==> src/rtl/bcd_mod_counter.sv <==
// bcd_mod_counter: cascadable up/down BCD counter with programmable maximum,
// preset load, terminal count for zero-latency chaining and optional one-shot countdown.
module bcd_mod_counter #(
   parameter int DIGITS   = 2,
   parameter int MAX_VAL  = 59,
   parameter bit ONE_SHOT = 1'b0
) (
   input  logic                clk,
   input  logic                reset,
   input  logic                clr,
   input  logic                load,
   input  logic [4*DIGITS-1:0] load_val,
   input  logic                en,
   input  logic                up_dn,
   output logic [4*DIGITS-1:0] count_out,
   output logic                tc,
   output logic                wrap,
   output logic                zero,
   output logic                done,
   output logic                load_err
);
   localparam int W = 4 * DIGITS;

   function automatic logic [W-1:0] to_bcd(input int v);
      logic [W-1:0] r;
      int t;
      r = '0;
      t = v;
      for (int i = 0; i < DIGITS; i++) begin
         r[4*i +: 4] = 4'(t % 10);
         t = t / 10;
      end
      return r;
   endfunction

   localparam logic [W-1:0] MAX_BCD = to_bcd(MAX_VAL);

   logic [W-1:0] cnt_q, cnt_d, inc_v, dec_v;
   logic         wrap_q, wrap_d, done_q, done_d, err_q, err_d;
   logic         carry, borrow, digits_ok, at_max, at_zero, load_ok;

   assign at_max  = cnt_q == MAX_BCD;
   assign at_zero = cnt_q == '0;
   // With every digit legal, BCD ordering matches plain unsigned ordering.
   assign load_ok = digits_ok && (load_val <= MAX_BCD);

   always_comb begin
      inc_v     = cnt_q;
      dec_v     = cnt_q;
      carry     = 1'b1;
      borrow    = 1'b1;
      digits_ok = 1'b1;
      for (int i = 0; i < DIGITS; i++) begin
         if (carry) inc_v[4*i +: 4] = (cnt_q[4*i +: 4] == 4'd9) ? 4'd0 : cnt_q[4*i +: 4] + 4'd1;
         if (borrow) dec_v[4*i +: 4] = (cnt_q[4*i +: 4] == 4'd0) ? 4'd9 : cnt_q[4*i +: 4] - 4'd1;
         carry     = carry && (cnt_q[4*i +: 4] == 4'd9);
         borrow    = borrow && (cnt_q[4*i +: 4] == 4'd0);
         digits_ok = digits_ok && (load_val[4*i +: 4] <= 4'd9);
      end
   end

   always_comb begin
      cnt_d  = cnt_q;
      wrap_d = 1'b0;
      done_d = done_q;
      err_d  = 1'b0;
      if (clr) begin
         cnt_d  = '0;
         done_d = 1'b0;
      end else if (load) begin
         cnt_d  = load_ok ? load_val : cnt_q;
         done_d = load_ok ? 1'b0 : done_q;
         err_d  = !load_ok;
      end else if (en && up_dn) begin
         cnt_d  = at_max ? '0 : inc_v;
         wrap_d = at_max;
      end else if (en) begin
         cnt_d  = at_zero ? (ONE_SHOT ? '0 : MAX_BCD) : dec_v;
         wrap_d = at_zero && !ONE_SHOT;
         done_d = done_q || (ONE_SHOT && (at_zero || dec_v == '0));
      end
   end

   always_ff @(posedge clk or posedge reset) begin
      if (reset) begin
         cnt_q  <= '0;
         wrap_q <= 1'b0;
         done_q <= 1'b0;
         err_q  <= 1'b0;
      end else begin
         cnt_q  <= cnt_d;
         wrap_q <= wrap_d;
         done_q <= done_d;
         err_q  <= err_d;
      end
   end

   assign tc        = en && !clr && !load && ((up_dn && at_max) || (!up_dn && at_zero && !ONE_SHOT));
   assign count_out = cnt_q;
   assign wrap      = wrap_q;
   assign zero      = at_zero;
   assign done      = done_q;
   assign load_err  = err_q;
endmodule

==> config.mk <==
export PLATFORM = sky130hd
export DESIGN_NAME = bcd_mod_counter
export DESIGN_NICKNAME = d
export VERILOG_FILES = /design/src/rtl/bcd_mod_counter.sv
export SDC_FILE = /design/constraint.sdc
export NUM_CORES = 1
export LEC_CHECK = 0
export ABC_AREA = 1
export ABC_CLOCK_PERIOD_IN_PS = 2300
export CORE_ASPECT_RATIO = 0.7
export CORE_MARGIN = 2
export CORE_UTILIZATION = 45
export CTS_CLUSTER_SIZE = 25
export DETAILED_ROUTE_END_ITERATION = 16
export DONT_BUFFER_PORTS = 1
export GPL_TIMING_DRIVEN = 0
export RECOVER_POWER = 50
export SETUP_SLACK_MARGIN = 0.5
export SLEW_MARGIN = 5
export SYNTH_ARGS = -nofsm -noshare
export SYNTH_HDL_FRONTEND = slang
export SYNTH_SLANG_ARGS = --single-unit
==> constraint.sdc <==
create_clock -name clk -period 2.3 [get_ports clk]
set_clock_uncertainty 0.2 [all_clocks]
set_input_delay 0.345 -clock clk [delete_from_list [all_inputs] [get_ports clk]]
set_output_delay 0.345 -clock clk [all_outputs]
set_load 0.02 [all_outputs]
==> run summary, run 1 <==
DRC viols - 0
Vias - 972
Critical path launch point type - flop
Height of the die - 41.8 um
Setup TNS - 0 ns
Synth top area share - 27.3%
Synth Warn # - 0
Final Cycle Share - 96.2%
CTS tree - yes
Worst vdd ir - 0.000396 V
CTS Root Cell - clkbuf_4
Syn Std Cell Area - 917 um2
WL final - 2590 um
Setup Viol. Count Final - 0
First-pass GRT wire length - 4010 um
Layout Area Growth over Synthesis - 23.6%
Post-synth net total - 161
Fin. max-slew vios - 0
Congestion Overflow GR - 0
Initial antenna violation count - 0
FP Rows - 13
Routed vias/inst - 5.43
Starting Density - 48.6%
Post-Syn Area per Cell - 6.37 um2
Final hold vios - 0
CTS sink count - 10
CTS max path bufs - 2
Leakage power total - 0.000551 uW
# port buffers - 0
Clk Latency, worst-skew pair - 0.26 ns
Crit path capture type - output port
Nets - 175
Detail Route Antenna Nets - 0
Post-route cell area - 1130 um2
Crit-path max FO - 8
Number of global-route vias before repair - 851
Die ar. - 2420 um2
Largest area contributor in the netlist - dfrtp_1
Status - finished, final reports clean
Number of max-cap violations - 0
Post-DP Area - 988 um2
EDFF count, synth - 0
Tmin final - 2.21 ns
WS Path Type - flop to output port
CP max-delay cell - dfrtp_2
Antenna cells - 0
HP Class - input pin to flop
DRT iter0 DRCs - 43
CTS Buf Count - 3
I/O pins - 27
Clock transition at path regs - 0.06 ns
Synth Register Bits - 10
Top_reg_cell synth - dfrtp_1
Core box area - 1890 um2
First-pass DRT Iterations - 4
Most used cell along the critical path - nor2_4
Most numerous cell in the Yosys netlist - nand2_1
Max Fclk - 452 MHz
Largest net degree at the start of global routing - 11
Asr flop ratio synth - 100%
Post-DP HPWL - 1880 um
Most frequent cells after synthesis - 45 x nand2_1, 19 x nand3_1, 16 x nor2_1
Synth Instances - 144
Share of layout cells above drive strength 1 - 28.7%
GPL Wtd Cong - 0.811
Routed length per instance - 14.5 um
Gr usage total - 21.7%
Critical path arrival - 1.67 ns
PwrDens - 626 nW/um2
H-tree depth - 1
Synth area leaders - dfrtp_1 27%, nand2_1 18%, nand3_1 10%, nor2_1 6.5%, inv_1 4.5%
CP Data Required Time - 1.75 ns
Synth unique cells - 27
CP cell instances - inv_2 -> ha_4 -> nand3_4 -> nor2_4 -> nor2_4 -> a211oi_4
Seq/Total Area, Yosys - 27.3%
Chip Width - 58.0 um
RSZ-0062 raised after global routing - yes
Max incr delay on CP - 0.52 ns
## cell usage in the layout (no fill, tap or decap), types with 3 or more instances in the layout
cell type,n
nand2_1,45
nand3_1,17
nor2_1,13
inv_1,9
buf_4,8
dfrtp_2,6
inv_2,4
nand3_2,4
o21ai_1,4
dfrtp_1,4
nand2_2,3
o21ai_0,3
nor2_4,3
nand4_1,3
clkbuf_4,3
## state kept, by name, summed over array words and instances (netlist names)
| register | cells |
|---|---|
| count_out | 8 |
| wrap | 1 |
| load_err | 1 |
## cells by family (layout without fill, tap and decap cells)
kind of cell | count (synthesis) | in the layout | share of synthesized area (%)
other | 1 | 1 | 0.409
adder cells (fa/ha/maj) | 3 | 3 | 4.09
buffers and inverters | 17 | 30 | 7.78
AO/OA/AOI/OAI | 15 | 15 | 9.28
XOR/XNOR | 1 | 1 | 0.955
AND/OR/NAND/NOR | 97 | 97 | 50.2
flip-flops | 10 | 10 | 27.3
## where the power goes
part / total [uW] / internal (uW) / switching [uW]
combinational: 299 / 121 / 178
clock: 121 / 66.8 / 54.6
sequential: 290 / 202 / 87.9
## through the flow
step	utilization (%)	hold slack (ns)	setup slack [ns]	cells	power [uW]
CTS	56.8	0.0884	0.0572	177	678
global placement	52.4	0.0140	0.271	166	535
floorplan	-	-0.0150	0.385	144	480
detailed placement	52.4	0.0252	0.270	166	536
finish	60.1	0.0505	0.0883	179	710
global route	60.1	0.0492	0.0145	179	766
## per-layer routing
layer / vias up / routed length (um) / GRT usage [%]
met5: - / 0 / 0
met4: 0 / 15 / 4.19
met3: 4 / 232 / 3.12
met2: 51 / 1070 / 28.6
met1: 418 / 1280 / 35.9
li1: 499 / - / -
## what timing repair did
action | in CTS | in global routing
buffers inserted | 5 | 2
endpoints found under the hold margin | 11 | 0
pin swaps | 3 | 5
hold buffers | 2 | 0
setup endpoints to repair | 2 | 9
gates resized for setup | 0 | 16
## layout make-up
class	count	area, um2
Tap cell	22	27.5
Fill cell	184	753
Timing Repair Buffer	9	72.6
Clock buffer	4	26.3
Inverter	15	61.3
Buffer	2	12.5
Multi-Input combinational cell	117	676
Sequential cell	10	258
## worst paths after layout
path / start / endpoint / slack, ns / cells after the start
max: count_out[0] / tc / 0.09 / 6
min: clr / count_out[7] / 0.05 / 3
max reg2reg: count_out[0] / count_out[6] / 0.40 / 9
min reg2reg: count_out[6] / count_out[6] / 0.46 / 2
max in group asynchronous: reset / count_out[4] / 1.33 / 2
min in group asynchronous: reset / count_out[2] / 0.29 / 2
## critical path: cells and delay by family, from the launching register on
family / cells / cell delay (ns)
flops: 1 / 0.52
simple gates: 3 / 0.35
fa+ha+maj: 1 / 0.14
compound gates: 1 / 0.27
buf+inv: 1 / 0.12
Note: power is estimated with default switching activity, not from simulation.
==> inputs of run 2 (changes only) <==
SLEW_MARGIN = 20   (was 5)
==> results of run 2 <==
Final layout, timing and power as in run 1 (identical DEF).
